--- src/rtl/uart_pkg.sv ---
// Types and constants shared by the UART receiver and transmitter.
package uart_pkg;

  localparam int UART_DATA_BITS = 8;

  typedef enum logic [2:0] {
    IDLE  = 3'd0,
    START = 3'd1,
    DATA  = 3'd2,
    STOP  = 3'd3,
    BREAK = 3'd4
  } uart_state_e;

endpackage

--- src/rtl/uart_rx_controller_if.sv ---
// Byte-side handshake between the UART receiver and its consumer.
interface uart_rx_controller_if;
  import uart_pkg::*;

  logic [UART_DATA_BITS-1:0] o_rx_data;
  logic                      o_rx_valid;
  logic                      o_rx_active;
  logic                      o_frame_error;
  logic                      o_overrun;
  logic                      i_rx_read;

  modport master (
    output o_rx_data, o_rx_valid, o_rx_active, o_frame_error, o_overrun,
    input  i_rx_read
  );

  modport slave (
    input  o_rx_data, o_rx_valid, o_rx_active, o_frame_error, o_overrun,
    output i_rx_read
  );
endinterface

--- src/rtl/uart_sync.sv ---
// Multi-flop synchronizer for the asynchronous serial pin; resets to the idle-high level.
module uart_sync #(
  parameter int STAGES = 2
) (
  input  logic clk,
  input  logic reset,
  input  logic d,
  output logic q
);
  logic [STAGES-1:0] ff;

  always_ff @(posedge clk or negedge reset) begin
    if (!reset) ff <= '1;
    else        ff <= {ff[STAGES-2:0], d};
  end

  assign q = ff[STAGES-1];
endmodule

--- src/rtl/uart_rx_controller.sv ---
// UART receiver: oversampled 8N1 framing into a holding register with valid/error/overrun status.
//   state | meaning
//   IDLE  | line idle, waiting for a low level
//   START | timing to mid start bit, rejecting glitches
//   DATA  | sampling 8 data bits, LSB first
//   STOP  | sampling the stop bit
//   BREAK | stop bit was low; wait for the line to return high
module uart_rx_controller
  import uart_pkg::*;
#(
  parameter int CLKS_PER_BIT = 16,
  parameter int SYNC_STAGES  = 2
) (
  input  logic                 clk,
  input  logic                 reset,
  input  logic                 i_rx_serial,
  uart_rx_controller_if.master rx_if
);
  localparam int TICK_W = $clog2(CLKS_PER_BIT);
  localparam int IDX_W  = $clog2(UART_DATA_BITS);
  localparam logic [TICK_W-1:0] HALF     = TICK_W'((CLKS_PER_BIT - 1) / 2);
  localparam logic [TICK_W-1:0] BIT_LAST = TICK_W'(CLKS_PER_BIT - 1);
  localparam logic [IDX_W-1:0]  IDX_LAST = IDX_W'(UART_DATA_BITS - 1);

  generate
    if (CLKS_PER_BIT < 4) begin : g_bad_clks_per_bit
      $error("uart_rx_controller: CLKS_PER_BIT must be >= 4");
    end
    if (SYNC_STAGES < 2) begin : g_bad_sync_stages
      $error("uart_rx_controller: SYNC_STAGES must be >= 2");
    end
  endgenerate

  uart_state_e               state, state_next;
  logic [TICK_W-1:0]         tick, tick_next;
  logic [IDX_W-1:0]          idx, idx_next;
  logic [UART_DATA_BITS-1:0] shift, shift_next;
  logic [UART_DATA_BITS-1:0] rx_data;
  logic                      rx_valid, frame_error, overrun;
  logic                      rx_sync, load_byte, stop_bad;

  uart_sync #(.STAGES(SYNC_STAGES)) u_sync (
    .clk   (clk),
    .reset (reset),
    .d     (i_rx_serial),
    .q     (rx_sync)
  );

  // Timer is a down-counter: loaded on entry, the sample point is terminal count zero.
  always_comb begin
    state_next = state;
    tick_next  = tick;
    idx_next   = idx;
    shift_next = shift;
    load_byte  = 1'b0;
    stop_bad   = 1'b0;
    case (state)
      IDLE: begin
        if (!rx_sync) begin
          state_next = START;
          tick_next  = HALF;
        end
      end
      START: begin
        if (tick != '0) begin
          tick_next = tick - TICK_W'(1);
        end else if (!rx_sync) begin
          state_next = DATA;
          tick_next  = BIT_LAST;
          idx_next   = '0;
        end else begin
          state_next = IDLE;
        end
      end
      DATA: begin
        if (tick != '0) begin
          tick_next = tick - TICK_W'(1);
        end else begin
          shift_next[idx] = rx_sync;
          tick_next       = BIT_LAST;
          if (idx == IDX_LAST) state_next = STOP;
          else                 idx_next   = idx + IDX_W'(1);
        end
      end
      STOP: begin
        if (tick != '0) begin
          tick_next = tick - TICK_W'(1);
        end else if (rx_sync) begin
          load_byte  = 1'b1;
          state_next = IDLE;
        end else begin
          stop_bad   = 1'b1;
          state_next = BREAK;
        end
      end
      BREAK: begin
        if (rx_sync) state_next = IDLE;
      end
      default: state_next = IDLE;
    endcase
  end

  always_ff @(posedge clk or negedge reset) begin
    if (!reset) begin
      state <= IDLE;
      tick  <= '0;
      idx   <= '0;
      shift <= '0;
    end else begin
      state <= state_next;
      tick  <= tick_next;
      idx   <= idx_next;
      shift <= shift_next;
    end
  end

  // A read landing on the completion edge consumes the old byte, so no overrun.
  always_ff @(posedge clk or negedge reset) begin
    if (!reset) begin
      rx_data     <= '0;
      rx_valid    <= 1'b0;
      frame_error <= 1'b0;
      overrun     <= 1'b0;
    end else begin
      frame_error <= stop_bad;
      if (load_byte) begin
        rx_data  <= shift_next;
        rx_valid <= 1'b1;
        overrun  <= rx_valid && !rx_if.i_rx_read;
      end else if (rx_if.i_rx_read && rx_valid) begin
        rx_valid <= 1'b0;
        overrun  <= 1'b0;
      end
    end
  end

  assign rx_if.o_rx_data     = rx_data;
  assign rx_if.o_rx_valid    = rx_valid;
  assign rx_if.o_rx_active   = (state == START) || (state == DATA) || (state == STOP);
  assign rx_if.o_frame_error = frame_error;
  assign rx_if.o_overrun     = overrun;
endmodule

--- src/flat_wrapper.sv ---
// flat-port wrapper written by rule: the top's interface ports become plain ports
module uart_rx_controller_flat import uart_pkg::*;
#(
  parameter int CLKS_PER_BIT = 16,
  parameter int SYNC_STAGES  = 2
)
  (clk, reset, i_rx_serial, rx_if_o_rx_data, rx_if_o_rx_valid, rx_if_o_rx_active, rx_if_o_frame_error, rx_if_o_overrun, rx_if_i_rx_read);
  uart_rx_controller_if rx_if_i ();
  input  logic clk;
  input  logic reset;
  input  logic i_rx_serial;
  output wire logic [$bits(rx_if_i.o_rx_data)-1:0] rx_if_o_rx_data;
  output wire logic [$bits(rx_if_i.o_rx_valid)-1:0] rx_if_o_rx_valid;
  output wire logic [$bits(rx_if_i.o_rx_active)-1:0] rx_if_o_rx_active;
  output wire logic [$bits(rx_if_i.o_frame_error)-1:0] rx_if_o_frame_error;
  output wire logic [$bits(rx_if_i.o_overrun)-1:0] rx_if_o_overrun;
  input wire logic [$bits(rx_if_i.i_rx_read)-1:0] rx_if_i_rx_read;
  assign rx_if_o_rx_data = rx_if_i.o_rx_data;
  assign rx_if_o_rx_valid = rx_if_i.o_rx_valid;
  assign rx_if_o_rx_active = rx_if_i.o_rx_active;
  assign rx_if_o_frame_error = rx_if_i.o_frame_error;
  assign rx_if_o_overrun = rx_if_i.o_overrun;
  assign rx_if_i.i_rx_read = rx_if_i_rx_read;
  uart_rx_controller #(.CLKS_PER_BIT(CLKS_PER_BIT), .SYNC_STAGES(SYNC_STAGES)) u_core (.clk(clk), .reset(reset), .i_rx_serial(i_rx_serial), .rx_if(rx_if_i));
endmodule
--- config.mk ---
export PLATFORM = sky130hd
export DESIGN_NAME = uart_rx_controller_flat
export DESIGN_NICKNAME = d
export VERILOG_FILES = /design/src/rtl/uart_pkg.sv /design/src/rtl/uart_rx_controller_if.sv /design/src/rtl/uart_sync.sv /design/src/rtl/uart_rx_controller.sv /design/src/flat_wrapper.sv
export SDC_FILE = /design/constraint.sdc
export NUM_CORES = 1
export LEC_CHECK = 0
export CAP_MARGIN = 25
export CORE_MARGIN = 2
export CORE_UTILIZATION = 58
export CTS_BUF_LIST = sky130_fd_sc_hd__clkbuf_8
export CTS_CLUSTER_DIAMETER = 50
export CTS_CLUSTER_SIZE = 16
export DETAILED_ROUTE_END_ITERATION = 6
export MAX_ROUTING_LAYER = met4
export PLACE_DENSITY = 0.93
export SKIP_LAST_GASP = 1
export SLEW_MARGIN = 15
export SYNTH_ARGS = -nofsm -noshare
export SYNTH_HDL_FRONTEND = slang
export SYNTH_SLANG_ARGS = --single-unit
--- constraint.sdc ---
create_clock -name clk -period 2.4 [get_ports clk]
set_input_delay 0.36 -clock clk [delete_from_list [all_inputs] [get_ports clk]]
set_output_delay 0.36 -clock clk [all_outputs]
set_load 0.1 [all_outputs]
==> results of run 1 <==
[sequential cells by signal (all words and copies together), names as in the netlist]
register                    cells
u_core.rx_if.o_rx_data          8
u_core.shift                    8
u_core.tick                     4
u_core.idx                      3
u_core.state                    3
u_core.u_sync.ff                2
u_core.rx_if.o_frame_error      1
u_core.rx_if.o_overrun          1
u_core.rx_if.o_rx_valid         1
[final timing paths]
path / startpoint / to / depth (start not counted)
max in group asynchronous: reset / u_core.u_sync.ff[0] / 2
min in group asynchronous: reset / u_core.tick[0] / 2
min reg2reg: u_core.u_sync.ff[0] / u_core.u_sync.ff[1] / 0
max: u_core.tick[0] / u_core.shift[2] / 7
max reg2reg: u_core.tick[0] / u_core.shift[2] / 7
min: u_core.u_sync.ff[0] / u_core.u_sync.ff[1] / 0
[per-stage QoR]
step                      std cells  instance area [sq um]
final                           186                   1740
after floorplan                 133                   1480
after global routing            186                   1740
after detailed placement        176                   1640
after CTS                       184                   1720
after global placement          176                   1640
[kinds of logic (layout without fill, tap and decap cells)]
| logic type | after synthesis | count (layout) |
|---|---|---|
| AOI/OAI and AO/OA | 24 | 24 |
| adders and majority gates | 3 | 3 |
| buffers and inverters | 12 | 35 |
| DFF | 31 | 31 |
| muxes | 21 | 21 |
| and+or+nand+nor | 42 | 42 |
[power by group through the flow]
stage               registers, uW  logic (uW)  clock network [uW]
floorplan                     775         465                   0
global placement              737         620                   0
detailed placement            746         647                   0
CTS                           737         660                 376
global route                  760         730                 405
finish                        743         675                 375
[timing repair]
action | CTS | global route
endpoints found under the hold margin | 0 | 0
buffers inserted | 0 | 2
endpoints found under the setup margin | 0 | 1
[cells in the mapped netlist, types with 3 or more instances]
master / n
sky130_fd_sc_hd__inv_1: 7
sky130_fd_sc_hd__nor4_1: 3
sky130_fd_sc_hd__mux2_2: 17
sky130_fd_sc_hd__nor3_1: 3
sky130_fd_sc_hd__nand3_1: 3
sky130_fd_sc_hd__o21ai_0: 5
sky130_fd_sc_hd__ha_1: 3
sky130_fd_sc_hd__a21oi_1: 6
sky130_fd_sc_hd__mux2i_1: 4
sky130_fd_sc_hd__nor2_1: 13
sky130_fd_sc_hd__dfrtp_1: 29
sky130_fd_sc_hd__nand2_1: 8
[metal layers]
metal | up-vias | GRT usage | wire (microns) | share of wire
met3 | 12 | 0.0765 | 126 | 0.039
li1 | 517 | - | - | -
met4 | 0 | 0.133 | 110 | 0.034
met2 | 43 | 0.424 | 1700 | 0.53
met1 | 563 | 0.317 | 1280 | 0.40
met5 | - | - | 0 | 0
[worst max-delay path, cell delays in order (launching register included)]
cell	delay (ps)
sky130_fd_sc_hd__dfrtp_1	420
sky130_fd_sc_hd__inv_1	110
sky130_fd_sc_hd__ha_1	290
sky130_fd_sc_hd__nor4b_4	330
sky130_fd_sc_hd__buf_4	200
sky130_fd_sc_hd__nand2_2	70
sky130_fd_sc_hd__nor4_1	290
sky130_fd_sc_hd__mux2_2	380
[cell type report]
cell class                 instances  area (sq um)  share of cell area
clock inverter                     3          12.5             0.00720
clock buffer                       5          68.8              0.0396
sequential                        31           778               0.448
multi-input combinational         90           657               0.378
tap                               30          37.5              0.0216
timing repair buffer              20           158              0.0907
inverter                           7          26.3              0.0151
==> impl.org, run 1 <==
** Outcome
- The run finished with clean final reports.

** Global route
- The number of antenna violations at the first check in global routing was 0.
- Global-route wire length before repair :: 5.31 mm
- Entering global routing, the biggest net connects 32 pins.
- Across every metal layer, demand over resource in global routing totals 0.269.
- Summed over all layers, the global routing overflow is 0.
- Vias in the first global route :: 1132

** Pwr
- Cell internal power was estimated by the tool at 1040 uW.
- The share of total power dissipated in the clock network is 0.209.
- Of the total power, combinational logic draws 0.376.
- For this design the static power due to leakage is 0.000870 uW.
- Power spread over the standard cell area amounts to 1030 mW/mm^2.
- VDD sags by at most 0.00101 V.
- The share of total power dissipated in sequential elements is 0.414.
- Summing internal, switching and leakage power gives 1790 uW.
- Of the total power, the share spent switching nets is 0.418.
- Summed over all nets, the switching power comes to approximately 750 uW.

** Logic synthesis
- Multiplexer share of the synthesized area :: 0.156
- During synthesis, Yosys emitted a total of 0 warnings.
- Share of the synthesized area in compound gates (AO/OA/AOI/OAI) :: 0.108
- Each instance of the synthesized netlist takes up on average 11.1 sq um.
- The share of the Yosys chip area taken by registers is 0.525.
- Of the total synthesized cell area, the portion taken by AND, OR, NAND and NOR gates is 0.154.
- The cell area that synthesis handed to floorplanning was 0.00148 sq mm.
- Gate Count Post-Synth :: approximately 130
- Synth Area in Adders :: 0.0253
- The netlist uses 36 different library cells.
- In this run, synthesis inferred 0 flip-flops with an integrated enable.
- Synthesized flop and latch total :: 31
- Dominant combinational cell family by area after synthesis :: multiplexers
- Syn Nets :: 140
- The biggest area contributor in the post-synthesis netlist is sky130_fd_sc_hd__dfrtp_1.
- Yosys attributes the largest share of cell area to sky130_fd_sc_hd__dfrtp_1 49%, sky130_fd_sc_hd__mux2_2 13%, sky130_fd_sc_hd__dfstp_2 3.5%.
- Ys async rst share :: 1.00
- Fraction of synthesized cell area taken by the top area cell type :: 0.489
- Among all flip-flop cells after synthesis, the most frequent one is sky130_fd_sc_hd__dfrtp_1.
- Of the total synthesized cell area, the portion taken by XOR and XNOR cells is 0.

** Place
- Prior to clock tree synthesis, the placed netlist has a worst setup slack of between 200 and 250 ps.
- Buffers placed on the I/O ports in this run total 15.
- Weighted congestion reported at the end of routability-driven placement :: 0.878
- Post-DP HPWL :: ~2.1 mm

** Floorplan
- The floorplan step defined a die boundary enclosing 0.00298 sq mm.
- For this configuration, the core starts out at a cell density of 0.604.
- Number of I/O pins :: 16
- In this run the horizontal extent of the chip is 54.6 microns.
- The region available for standard cell placement spans 0.00245 sq mm.
- The die is roughly 55 microns tall.
- The floorplan has 18 rows.

** Worst setup path
- Nature of the critical path startpoint :: flop
- Register-to-Register Setup Slack :: 190 ps
- Arrival @ worst endpoint :: between 2000 and 2500 ps
- Required time of the critical path :: ~2600 ps
- Peak fanout along the critical path :: 7
- CP endpoint kind :: flop
- Critical Setup Path Class :: reg -> reg

** Drt
- Vias per cell :: roughly 6.1
- Post-detailed-route wirelength per cell :: between 15 and 20 microns
- After detailed routing, the total wire length is 3.22 mm.
- Iter 0 DRT Violations :: 29
- Once detail routing completed, the nets flagged for antenna violations numbered 0.
- For this run, design rule violations remaining after detail routing come to 0.
- Vias :: 1135
- DRT Pass-1 Iters :: 4

** CTS
- CTS HTree Levels :: 2
- TritonCTS built the clock tree.
- After clock tree synthesis, the flow added hold-fix buffers numbering 0.
- Clk root buf :: sky130_fd_sc_hd__clkbuf_8
- Sinks on Clock Net :: 31
- Buffers inserted during clock tree synthesis total 5.
- Clock latency on the worst-skew pair, taken at its later pin, is about 280 ps.
- Clock-pin slew on the worst setup and hold paths :: 60 ps
- The longest clock path from root to sink contains 2 buffers.
- Once the clock tree was built, the resizer swapped 0 gates to a different size.

** Timing
- Setup violations, final :: 0
- Derived from the worst setup path, the maximum achievable clock frequency is 452 MHz.
- Count of pins over their slew limit :: 0
- For the final routed database, the setup TNS stands at 0 ps.
- Endpoints failing hold :: 0
- RSZ-0062 raised after global routing :: false
- Post-route minimum period :: 2210 ps
- In this run the tightest slew margin relative to its limit is 0.604.
- Of the available clock period, the critical path in the final layout requires 0.922.
- On the final layout, the worst clock skew is 8.68 ps.
- Worst setup slack after layout :: 187 ps
- For the pin with the worst max-slew slack, the measured transition is 587 ps.
- WHS :: 355 ps

** Cells and area
- Most common library cell in the layout ignoring fill and taps :: sky130_fd_sc_hd__dfrtp_1
- 0 antenna diodes ended up in the layout.
- Measured on the finished design, the core utilization comes to 0.708.
- In the final layout, the share of cells above drive strength 1 is 0.295.
- Number of inserted filler cells in the final layout :: 152
- Area growth from synthesis to final layout :: 17.2%
- Net count reported at finish :: around 160
- The top cell types in the final layout, fill and taps aside, are 29 x sky130_fd_sc_hd__dfrtp_1, 17 x sky130_fd_sc_hd__mux2_2, 17 x sky130_fd_sc_hd__buf_4.

** Hold path
- The min-delay analysis places its worst path in the category reg -> reg.

** Job
- Max Cap Viol :: 0
Power figures use the tool's default switching activity.
==> inputs of run 2 (changes only) <==
- CORE_MARGIN: 2 -> 5
==> impl.org, run 2 (same netlist as run 1, synthesis figures left out) <==
** Outcome
- Outcome :: finished clean

** CTS
- CTS Hold Bufs :: 0
- Insertion delay to the later sink of the worst-skew pair :: 280 ps
- Clock-pin slew on the worst setup and hold paths :: approximately 60 ps
- Clk root buf :: sky130_fd_sc_hd__clkbuf_8
- For this design, the sink count on the clock tree is 31.
- Counting along the longest clock path gives a buffer depth of 2.
- The clock tree synthesis step divided the H-tree into 2 levels.
- CTS tree :: done
- Counting the buffers created by CTS gives 5.

** Drt
- Detailed-route DRC error count :: 0
- Post-detailed-route wirelength per cell :: between 15 and 20 microns
- Iter 0 DRT Violations :: 24
- The final route contains 1100 vias.
- Vias per cell :: 5.98
- The pre-antenna-repair detailed-routing pass consisted of 4 iterations.
- The count of nets left with antenna violations once routing finished came out at 0.
- After detailed routing, the total wire length is around 3.3 mm.

** Pwr
- Across the VDD grid, the largest voltage drop is 0.000951 V.
- Static Leak :: 0.000859 uW
- Power spread over the standard cell area amounts to 1030 mW/mm^2.

** Timing
- Setup violations, final :: 0
- Subtracting the final worst setup slack from the clock period gives about 2200 ps.
- Setup repair after global routing left no endpoint under its margin.
- For this run, the top clock speed supported by timing is 459 MHz.
- Clock skew on the completed layout was measured at about 5.2 ps.
- Worst slew pin tran :: 545 ps
- After routing, the total negative slack on setup checks comes to 0 ps.
- Count of pins over their slew limit :: 0
- Portion of the clock cycle consumed by the worst path in the final layout :: 0.907
- Across all hold checks on the routed design, the worst slack comes to around 360 ps.
- Worst rel slew slack :: 0.633
- The number of hold-slack violations in the final timing report was 0.

** Cells and area
- Most common library cell in the layout ignoring fill and taps :: sky130_fd_sc_hd__dfrtp_1
- The number of antenna diodes in the final layout is 0.
- From synthesis to final layout, the design area changed by 16.2%.
- Highest-count cells in the layout ignoring fill and taps :: 29 x sky130_fd_sc_hd__dfrtp_1, 17 x sky130_fd_sc_hd__mux2_2, 15 x sky130_fd_sc_hd__buf_4
- Net count reported at finish :: 160
- Share of layout cells above drive strength 1 :: 0.286

** Hold path
- Hold crit path type :: reg -> reg
- Number of instances on the worst hold path :: 0

** Place
- Post-DP HPWL :: between 2 and 2.5 mm
- Weighted congestion reported at the end of routability-driven placement :: 0.829
- Input and output buffers added on the ports amount to 15.

** Floorplan
- Area of the die :: 0.00367 sq mm
- The floorplan step defined a core boundary enclosing around 0.0025 sq mm.
- From bottom edge to top edge, the die measures 60.6 microns.
- Measured along the x axis, the die boundary spans 60.6 microns.
- Number of I/O pins :: 16
- After floorplanning, the core was divided into 18 placement rows.
- Effective utilization at floorplan :: 0.604

** Global route
- Global-route wire length before repair :: around 5.4 mm
- Across every metal layer, demand over resource in global routing totals 0.214.
- For this run the aggregate overflow at the end of global routing stands at 0.
- The number of antenna violations at the first check in global routing is 0.
- The number of global-route vias before repair came to 1126.
- Entering global routing, the biggest net connects 32 pins.

** Worst setup path
- Required time of the critical path :: 2560 ps
- Of all nets on the critical path, the largest fanout is 7.
- At the worst endpoint, the arrival time is 2330 ps.
- The worst setup path is captured at a flop.
- Register-to-Register Setup Slack :: about 220 ps
- Critical Setup Path Class :: reg -> reg
- STA classifies the critical path startpoint as a flop.
- Reg2Reg Depth :: 7

** Job
- Max-cap violations in this run came to 0.
[run 2: changes by cell type in the layout (fill, tap and decap cells not counted), sizes merged]
cell  delta
buf      -2
[run 2: stage by stage]
step	cell area (sq um)	power (uW)	cells	setup WS, ps	utilization
global route	1720	1870	184	87.7	0.702
global placement	1630	1350	175	293	0.666
CTS	1720	1760	183	177	0.699
finish	1720	1770	184	223	0.702
detailed placement	1630	1390	175	187	0.666
floorplan	1480	1240	133	16.3	-
[run 2: what timing repair did]
action	in CTS	in global routing
buffers inserted	0	1
gates resized for setup	0	0
endpoints found under the setup margin	0	1
[run 2: per-layer routing]
layer	global-route usage	part of all wire	vias to the layer above
li1	-	-	516
met1	0.260	0.41	526
met2	0.325	0.51	45
met3	0.0596	0.059	13
met4	0.108	0.027	0
met5	-	0	-
[run 2: area by class of cell]
| class | instances | area, sq um |
|---|---|---|
| clock inverters | 3 | 12.5 |
| fillers | 156 | 732 |
| well taps | 30 | 37.5 |
| clock buffers | 5 | 68.8 |
| multi-input cells | 90 | 657 |
| repair buffers | 18 | 143 |
| flip-flops and latches | 31 | 778 |
| inverters | 7 | 26.3 |
[run 2: power breakdown]
| part | switching (uW) | internal, uW | total, uW |
|---|---|---|---|
| clock | 176 | 194 | 371 |
| sequential | 137 | 603 | 740 |
| combinational | 413 | 242 | 655 |
[run 2: worst max-delay path, stage by stage, from the launching register on]
cell                      delay (ps)
sky130_fd_sc_hd__dfrtp_1         410
sky130_fd_sc_hd__inv_1           130
sky130_fd_sc_hd__ha_1            300
sky130_fd_sc_hd__nor4b_4         240
sky130_fd_sc_hd__buf_4           200
sky130_fd_sc_hd__nand2_2          90
sky130_fd_sc_hd__nor4_1          300
sky130_fd_sc_hd__mux2_2          390
[run 2: path summary, 6_finish.rpt]
kind                                       endpoint           startpoint
worst max register to register      u_core.shift[2]       u_core.tick[1]
min in group asynchronous            u_core.tick[0]                reset
worst min-delay path            u_core.u_sync.ff[1]  u_core.u_sync.ff[0]
worst max-delay path                u_core.shift[2]       u_core.tick[1]
max in group asynchronous       u_core.u_sync.ff[0]                reset
worst min register to register  u_core.u_sync.ff[1]  u_core.u_sync.ff[0]
